`src/rtl/serial_frame_packer.sv`:
```
// serial_frame_packer
//   Deserialises a handshaked serial bit stream into 3-bit frames {A,B,C}.
//   Each frame is presented on registered outputs with a valid/ready handshake.
//   The packer holds two partial bits plus one complete frame, so back-to-back
//   streaming into a ready consumer runs without bubbles.
//
//   Optional feature (compile-time macro PARITY_TAG_EN):
//     defined   -> adds output frame_par = ~(A^B^C). It is registered at frame
//                  load and resets to 1.
//     undefined -> frame_par port and register are absent.
//
//   state | meaning
//   ------+---------------------------------------------
//   S0    | no partial bits held
//   S1    | one partial bit held in sh[0]
//   S2    | two partial bits held (sh[1] first, sh[0] second)
module serial_frame_packer #(
  parameter bit MSB_FIRST = 1'b1,
  parameter int CNT_W     = 8
) (
  input  logic             clk,
  input  logic             rst,
  input  logic             clr,
  input  logic             sin,
  input  logic             sin_valid,
  output logic             sin_ready,
  output logic             A,
  output logic             B,
  output logic             C,
  output logic             frame_valid,
  input  logic             frame_ready,
  output logic [CNT_W-1:0] frame_cnt
`ifdef PARITY_TAG_EN
  ,
  output logic             frame_par
`endif
);

  typedef enum logic [1:0] {
    S0 = 2'd0,
    S1 = 2'd1,
    S2 = 2'd2
  } state_t;

  state_t     state;
  logic [1:0] sh;
  logic       acc;
  logic       hs;
  logic       out_free;
  logic       load;
  logic [2:0] frame_next;

  // The output slot can take a new frame if it is empty or is being drained this cycle.
  assign out_free  = ~frame_valid | frame_ready;
  // A third bit is only taken when the completed frame has somewhere to go.
  assign sin_ready = ~rst & ~clr & ((state != S2) | out_free);
  assign acc       = sin_valid & sin_ready;
  assign hs        = frame_valid & frame_ready;
  assign load      = acc & (state == S2);

  // sh[1] holds the first-arrived bit, sh[0] the second, sin is the third.
  assign frame_next = MSB_FIRST ? {sh[1], sh[0], sin} : {sin, sh[0], sh[1]};

  // Bit collection FSM, output frame register and handoff counter.
  always_ff @(posedge clk or posedge rst) begin
    if (rst) begin
      state       <= S0;
      sh          <= 2'b00;
      A           <= 1'b0;
      B           <= 1'b0;
      C           <= 1'b0;
      frame_valid <= 1'b0;
      frame_cnt   <= '0;
`ifdef PARITY_TAG_EN
      frame_par   <= 1'b1;
`endif
    end else begin
      // clr blocks acceptance, so it never races with a bit being shifted in.
      if (clr) begin
        state <= S0;
        sh    <= 2'b00;
      end else if (acc) begin
        case (state)
          S0: begin
            sh    <= {sh[0], sin};
            state <= S1;
          end
          S1: begin
            sh    <= {sh[0], sin};
            state <= S2;
          end
          S2: begin
            sh    <= 2'b00;
            state <= S0;
          end
          default: begin
            sh    <= 2'b00;
            state <= S0;
          end
        endcase
      end

      // A load during a handshake replaces the outgoing frame; valid stays high.
      if (load) begin
        {A, B, C}   <= frame_next;
        frame_valid <= 1'b1;
`ifdef PARITY_TAG_EN
        frame_par   <= ~(^frame_next);
`endif
      end else if (hs) begin
        frame_valid <= 1'b0;
      end

      if (hs) begin
        frame_cnt <= frame_cnt + 1'b1;
      end
    end
  end

endmodule
```
`config.mk`:
```
export PLATFORM = sky130hd
export DESIGN_NAME = serial_frame_packer
export DESIGN_NICKNAME = d
export VERILOG_FILES = /design/src/rtl/serial_frame_packer.sv
export SDC_FILE = /design/constraint.sdc
export NUM_CORES = 1
export LEC_CHECK = 0
export CAP_MARGIN = 20
export CORE_MARGIN = 2
export CORE_UTILIZATION = 30
export DETAILED_ROUTE_END_ITERATION = 8
export PLACE_DENSITY = 0.52
export SLEW_MARGIN = 20
export SYNTH_ARGS = -nofsm -noshare
export SYNTH_HDL_FRONTEND = slang
export SYNTH_SLANG_ARGS = --single-unit
```
`constraint.sdc`:
```
create_clock -name clk -period 1.5 [get_ports clk]
set_input_delay 0.3 -clock clk [delete_from_list [all_inputs] [get_ports clk]]
set_output_delay 0.3 -clock clk [all_outputs]
set_load 0.03 [all_outputs]
```
After elaboration in Yosys (flattened, before gate mapping) --
Cells that the tools add are included.
Word-level totals: output and inout port bits 13, register bits after elaboration 16, word-level logic and storage cells 33
Cells by class: reductions and logical operators 4, muxes and demuxes 8, add/sub/neg operators 1, equality and inequality tests 3, bitwise operators 10
Operator list (count):
- 2-bit two-way mux | 5
- 8-bit by 1-bit adder with 8-bit output (second input constant) | 1
- 1-bit bitwise AND | 5
- 2-bit case mux with 2 select lines | 1
- 2-bit nonzero test | 2
- 1-bit NOT | 3
- 2-bit by 1-bit == test with 1-bit output (second input constant) | 1
- 2-bit == test (second input constant) | 1
- 2-bit logical NOT | 1
- 1-bit two-way mux | 2
- 2-bit != test (second input constant) | 1
- 1-bit OR | 2
- 2-bit OR reduction | 1

Logic depth before layout (Yosys ltp) --
Gate-level depths: netlist of the first run.
word-level depth 7, depth in mapped cells 4, gate-level depth less buffers 4

Worst setup path before layout of the first run --
OpenSTA, ideal clock, no wires.
path kind register to output, from register frame_valid, to output port sin_ready, slack -0.236 ns, arrival time 1.436 ns, cell stages (with the launch flop) 3, buffers on the path 0, cells stage by stage dfrtp_1 > and4bb_4 > nor3_1
On the way: cells in the longest elaborated chain, start to end 4
Ends and longest elaborated chain:
- start: declaration | RTL line 30 | output logic frame_valid,
- start signal: assignment | RTL line 72 | frame_valid <= 1'b0;
- start signal: assignment | RTL line 106 | frame_valid <= 1'b1;
- start signal: assignment | RTL line 111 | frame_valid <= 1'b0;
- 1-bit NOT | RTL line 54 | assign out_free = ~frame_valid | frame_ready;
- 1-bit OR | RTL line 54
- 1-bit OR | RTL line 56 | assign sin_ready = ~rst & ~clr & ((state != S2) | out_free);
- 1-bit bitwise AND | RTL line 56
- end: declaration | RTL line 26 | output logic sin_ready,
No other way between the ends.

Worst setup path after layout of the first run --
from input port clr, to output port sin_ready
On the way: cells in the longest elaborated chain, start to end 3
Ends and longest elaborated chain:
- start: declaration | RTL line 23 | input logic clr,
- 1-bit NOT | RTL line 56
- 1-bit bitwise AND (2 in a row) | RTL line 56
No other way between the ends.

==> results.yml, run 1 <==
pwr:
  vdd_ir_drop_max_mv: 0.4400
  power_density_mw_per_mm2: 778.7
  leakagePower_nw: 0.5209
die:
  fp-row-count: 18
  dieWidth_um: 53.98
  die_area_sq_mm: 0.002914
  die_h_um: 53.98
  start_util_pct: 30.81
  coreArea_sq_mm: 0.002432
  io_pins: 19
clock_tree:
  htreeDepth: 1
  clk_pin_slew_ns: 0.09
  clock_latency_ns: 0.28
  clock_path_buffers: 2
  tritoncts: "yes"
  cts_buffers: 3
  cts_hold_buf: 0
  cts-root-buf: "clkbuf_4"
  cts.sinks: 16
placement:
  io_buffers: 18
  place_area_sq_mm: 0.001018
  pre_cts_slack_ns: -0.2885
  gp_congestion: 0.7026
  dpl.hpwl_um: 1048
  dp.cells: 117
sta:
  finalMaxSlewViolations: 0
  worst_pin_slew_ns: 0.2984
  slew_headroom_pct: 79.92
  finalHoldViolations: 0
  fin_ws_ns: -0.06059
  period_needed_ns: 1.561
  fin_crit_sh_pct: 104.0
  rsz0062_at_grt: "true"
  setup_viol_count_final: 1
  fmax_ghz: 0.6408
  clock_skew_ns: 0.003518
logic_synthesis:
  synthTopCellsByArea: "dfrtp_1, mux2_4, xnor2_1"
  ys_seq_area_share_pct: 53.42
  synth_area_sq_um: 749.5
  synth_top_area_share_pct: 53.42
  postSynthAreaPerCell_sq_um: 11.90
  yosysWarnings: 0
  synth.distinct_cells: 22
  synth_cells: 63
  ys_seq_elements: 16
  syn-num-nets: 70
  synth_area_leader_cell: "dfrtp_1"
finish:
  finalNonFillerCells: 121
  final_cell_area_sq_mm: 0.001042
  syn_to_final_growth_pct: 39.07
  fin_nets: 99
  diodes: 0
  drive_above_1_share_pct: 24.18
hold_path:
  hold_path.class: "reg -> reg"
outcome:
  violations: "negative setup slack"
  status: "finished with violations"
global_route:
  grt_pass1_vias: 540
  grt_overflow: 0
  grt_pass1_wl_um: 2270
  grt_antenna_before_repair: 0
  grtUsageTotal_pct: 11.10
  grt_max_degree: 17
detailed_routing:
  firstDrtPassIters: 4
  drtIter0Drc: 4
  routed_via_density: 4.421
  wire_per_inst_um: 11.17
  vias: 535
  routed_wl_um: 1351
  drc_errors: 0
  ant_nets: 0
worst_setup_path:
  end_kind: "output port"
  cp.arrival_ns: 1.26
  crit_required_ns: 1.20
  path_class: "in -> out"
  crit_fanout: 8
  start_kind: "input pin"
flow_run:
  drv_cap: 0
-- stage by stage --
step / hold WS (ns) / setup TNS [ns] / utilization (%) / power (mW)
after floorplan: 0.2137 / 0 / - / 0.5017
after global placement: 0.4556 / -1.775 / 41.87 / 0.5484
after detailed placement: 0.4687 / -1.855 / 41.87 / 0.5486
after CTS: 0.4779 / -0.1321 / 42.39 / 0.8331
after global routing: 0.4929 / -0.1005 / 42.85 / 0.8534
final: 0.4675 / -0.06059 / 42.85 / 0.8115
-- what timing repair did --
action | CTS | global route
pin swaps | 2 | 2
gates resized for setup | 13 | 1
cloned | 0 | 0
buffers inserted | 0 | 1
setup endpoints to repair | 13 | 1
-- layout make-up --
type | count | area (sq um)
Fill cell | 249 | 1390
Sequential cell | 16 | 401.6
Multi-Input combinational cell | 41 | 330.3
Timing Repair Buffer | 25 | 217.7
Tap cell | 30 | 37.54
Clock buffer | 4 | 36.28
Inverter | 5 | 18.77
-- sequential cells by signal, indices dropped and copies added (netlist names) --
register,cells
A,1
B,1
C,1
frame_cnt,8
frame_valid,1
sh,2
state,2
-- critical path, stage by stage --
cell and delay (ns):
clkdlybuf4s50_1 0.45, buf_6 0.16, nor3_2 0.17, buf_4 0.18
-- power breakdown --
part           total, mW  switching (mW)  internal (mW)
Clock              0.278           0.130          0.148
Sequential         0.448         0.00840          0.440
Combinational     0.0857          0.0441         0.0416
Total              0.812           0.182          0.629
-- cells by family (layout without fill, tap and decap cells) --
| logic type | Yosys count | count (layout) | synth area share, % |
|---|---|---|---|
| AO/OA/AOI/OAI | 7 | 7 | 6.176 |
| multiplexers | 5 | 5 | 8.848 |
| buffers and inverters | 6 | 34 | 3.172 |
| XOR/XNOR | 7 | 7 | 8.180 |
| adder cells (fa/ha/maj) | 1 | 1 | 1.669 |
| flip-flops | 16 | 16 | 53.42 |
| AND/OR/NAND/NOR | 21 | 21 | 18.53 |
-- cells in the mapped netlist (all sizes together) --
library cell / n
nor4: 1
inv: 5
nor3: 3
nand3b: 3
or3: 1
and4bb: 2
a21oi: 3
buf: 1
xnor2: 5
nand2: 3
nor3b: 1
ha: 1
nor2: 3
xor2: 2
a21o: 1
nand3: 3
mux2: 4
mux2i: 1
o31ai: 3
dfrtp: 16
nand2b: 1
-- worst paths after layout --
check	start	to	slack, ns	cells past startpoint
worst max register to register	frame_valid	B	0.06	3
worst min register to register	frame_cnt[7]	frame_cnt[7]	0.47	1
min in group asynchronous	rst	sh[0]	0.49	4
worst min-delay path	frame_cnt[7]	frame_cnt[7]	0.47	1
worst max-delay path	clr	sin_ready	-0.06	4
max in group asynchronous	rst	frame_valid	0.80	4
-- layout by cell type, fill, tap and decap left out, types with 2 or more instances in the layout --
cell type / synthesis / final
a21oi_1: 3 / 3
and4bb_4: 2 / 2
buf_4: 0 / 7
clkbuf_4: 0 / 3
clkdlybuf4s50_1: 0 / 4
dfrtp_1: 16 / 15
dlygate4sd2_1: 0 / 13
inv_1: 5 / 5
mux2_4: 3 / 3
nand2_1: 3 / 3
nand3_1: 3 / 3
nand3b_1: 3 / 3
nor2_1: 3 / 3
nor3_1: 3 / 2
o31ai_1: 3 / 3
xnor2_1: 5 / 5
xor2_1: 2 / 2
-- layer usage --
metal	share of wire (%)	wire length, um	vias up	global-route usage [%]
met1	50	675	253	13.60
met3	2.4	32	0	4.167
li1	-	-	274	-
met5	0	0	-	0
met2	48	644	8	17.89
met4	0	0	0	3.750
Note: power is estimated with default switching activity, not from simulation.
==> run 2: changes to the inputs <==
Settings changed: ABC_CLOCK_PERIOD_IN_PS from default to 1500, CAP_MARGIN 20 to default.
==> results of run 2 <==
The final DEF is identical to that of run 1; final timing and power are the same.
==> run 3: changes to the inputs <==
--- a/config.mk
+++ b/config.mk
@@ -6,9 +6,11 @@
 export NUM_CORES = 1
 export LEC_CHECK = 0
+export ABC_AREA = 1
 export ABC_CLOCK_PERIOD_IN_PS = 1500
 export CORE_MARGIN = 2
 export CORE_UTILIZATION = 30
 export DETAILED_ROUTE_END_ITERATION = 8
-export PLACE_DENSITY = 0.52
+export PLACE_DENSITY = 0.51
+export SKIP_LAST_GASP = 1
 export SLEW_MARGIN = 20
 export SYNTH_ARGS = -nofsm -noshare
==> constraint.sdc (replaced) <==
create_clock -name clk -period 1.5 [get_ports clk]
set_input_delay 0.3 -clock clk [delete_from_list [all_inputs] [get_ports clk]]
set_output_delay 0.3 -clock clk [all_outputs]
set_load 0.01 [all_outputs]
==> run 3 against run 2 <==
The flow now finishes without violations. Routed wire length rose by 19%. Area after synthesis rose by 10%. Clock-buffer cell count fell by 1. First-iteration DRC count rose to 2.8 times the previous value. Critical endpoint unchanged. Largest cell class unchanged. Highest routed layer unchanged.
==> results.yml, run 3 <==
outcome:
  status: "finished, final reports clean"
detailed_routing:
  top_layer: "met3"
  ant_nets: 0
  drc_errors: 0
  drtIter0Drc: 11
  wire_per_inst_um: 9.938
  vias: 730
  met1_length_um: 710
  routed-wl-met3_um: 105
  routed_via_density: 4.506
  met2_length_um: 794
  routed_wl_um: 1610
  firstDrtPassIters: 4
worst_setup_path:
  cp.arrival_ns: 1.16
  path_cells: "clkdlybuf4s50_1 -> nor2_4 -> a21boi_1 -> buf_2"
  end_kind: "output port"
  start_kind: "input pin"
  startpoint: "clr"
  ff2ff_setup_slack_ns: 0.26
  crit_required_ns: 1.20
  reg2reg_from: "frame_cnt[0]"
  critical_path.endpoint: "sin_ready"
  path_class: "in -> out"
  worst-path-buf-inv: 2
  slowest_delay_ns: 0.45
  cp_slowest_cell: "clkdlybuf4s50_1"
  crit_fanout: 2
  crit_family: "buffers and inverters"
  cp.depth: 4
  reg2reg_depth: 6
  reg2reg_to: "frame_cnt[2]"
logic_synthesis:
  async_flop_share_pct: 100.0
  synth.most_common_cell: "nand2_1"
  synth.distinct_cells: 20
  synth_area_leader_cell: "dfrtp_1"
  synth_area_sq_um: 827.0
  synthFlopType: "dfrtp_1"
  yosysWarnings: 0
  ys_seq_elements: 16
  synthTopCellsByArea: "dfrtp_1, nand2_1, inv_1"
  postSynthAreaPerCell_sq_um: 8.893
  synth_edf_count: 0
  synth_top_area_share_pct: 48.41
  ys_seq_area_share_pct: 48.41
  syn-num-nets: 100
  synth_cells: 93
  ys_top_cells_by_count: "nand2_1, dfrtp_1, inv_1"
die:
  die_h_um: 56.51
  io_pins: 19
  dieWidth_um: 56.51
  fp-row-count: 19
  start_util_pct: 30.79
  coreArea_sq_mm: 0.002686
  die_area_sq_mm: 0.003193
clock_tree:
  tritoncts: "yes"
  cts.sinks: 16
  clock_latency_ns: 0.29
  htreeDepth: 1
  clock_path_buffers: 2
  cts_buffers: 3
  clk_pin_slew_ns: 0.10
  cts_hold_buf: 0
  cts-root-buf: "clkbuf_4"
sta:
  setup_viol_count_final: 0
  finalMaxSlewViolations: 0
  whs_ns: 0.3387
  fin_tns_setup_ns: 0
  fin_ws_ns: 0.03985
  slew_headroom_pct: 78.25
  period_needed_ns: 1.460
  clock_skew_ns: 0.007541
  finalHoldViolations: 0
  worst_pin_slew_ns: 0.3259
  rsz0062_at_grt: "true"
  fin_crit_sh_pct: 97.34
  fmax_ghz: 0.6849
global_route:
  grt_pass1_wl_um: 2967
  grt_pass1_vias: 739
  grtUsageTotal_pct: 11.60
  grt_overflow: 0
  grt_max_degree: 11
  grt_antenna_before_repair: 0
pwr:
  power_density_mw_per_mm2: 848.5
  power_frac_clock_pct: 21.8
  power_frac_seq_pct: 48.9
  vdd_ir_drop_max_mv: 0.6896
  p_int_mw: 0.7374
  leakagePower_nw: 0.7553
  p_sw_share_pct: 29.05
  p_comb_share_pct: 29.3
  net-switching-power_mw: 0.3019
finish:
  diodes: 0
  final_cell_mix: "nand2_1, buf_4, dfrtp_1"
  finalNonFillerCells: 162
  largest_register_ffs: 8
  top_register: "frame_cnt"
  reg_top3: "frame_cnt (8), sh (2), state (2)"
  layout_commonest_cell: "nand2_1"
  final_cell_area_sq_mm: 0.001225
  syn_to_final_growth_pct: 48.11
  drive_above_1_share_pct: 28.24
  fin_nets: 140
placement:
  io_buffers: 18
  dpl.hpwl_um: 1275
  dp.cells: 153
  gp_congestion: 0.8044
  place_area_sq_mm: 0.001141
  pre_cts_slack_ns: -0.4215
flow_run:
  drv_cap: 0
hold_path:
  hold_path.class: "in -> async"
-- run 3: timing repair --
| item | CTS | global route |
|---|---|---|
| gates resized for setup | 9 | 10 |
| buffers inserted | 6 | 0 |
| endpoints found under the setup margin | 10 | 10 |
-- run 3: power by group through the flow --
stage                     combinational, mW  clock, mW  sequential [mW]
after floorplan                      0.0945          0            0.556
after global placement                0.258          0            0.539
after detailed placement              0.262          0            0.540
after CTS                             0.318      0.240            0.510
after global routing                  0.338      0.261            0.515
final                                 0.305      0.227            0.508
-- run 3: worst min path at each step --
stage,slack [ns],end,from,depth (start not counted)
CTS,0.34,C,rst,2
global route,0.37,C,rst,2
finish,0.34,C,rst,2
floorplan,0.21,A,rst,1
global placement,0.48,B,B,2
detailed placement,0.48,A,A,2
-- run 3: area by class of cell --
cell class                 count  area (sq um)
timing repair buffer          35         334.1
tap                           31         38.79
inverter                      15         56.30
fill                         267          1461
clock buffer                   3         22.52
multi-input combinational     62         370.4
sequential                    16         402.9
-- run 3: cell families (layout without fill, tap and decap cells) --
| kind of cell | after synthesis | count (layout) | share of synthesized area [%] |
|---|---|---|---|
| AO/OA/AOI/OAI | 5 | 5 | 3.328 |
| XOR/XNOR | 4 | 4 | 4.237 |
| adder cells (fa/ha/maj) | 1 | 1 | 1.513 |
| buffers and inverters | 15 | 53 | 6.807 |
| flip-flops | 16 | 16 | 48.41 |
| AND/OR/NAND/NOR | 52 | 52 | 35.70 |
-- run 3: per-stage QoR --
stage          power (mW)  utilization, %
2_1_floorplan      0.6508               -
3_3_place_gp       0.7971           42.48
3_5_place_dp       0.8021           42.48
4_1_cts             1.068           44.76
5_1_grt             1.115           45.60
6_report            1.039           45.60
-- run 3: metal layers --
| layer | vias to the layer above | global-route usage (%) |
|---|---|---|
| li1 | 370 | - |
| met1 | 344 | 13.17 |
| met2 | 16 | 20.43 |
| met3 | 0 | 4.378 |
| met4 | 0 | 2.721 |
| met5 | - | 0 |
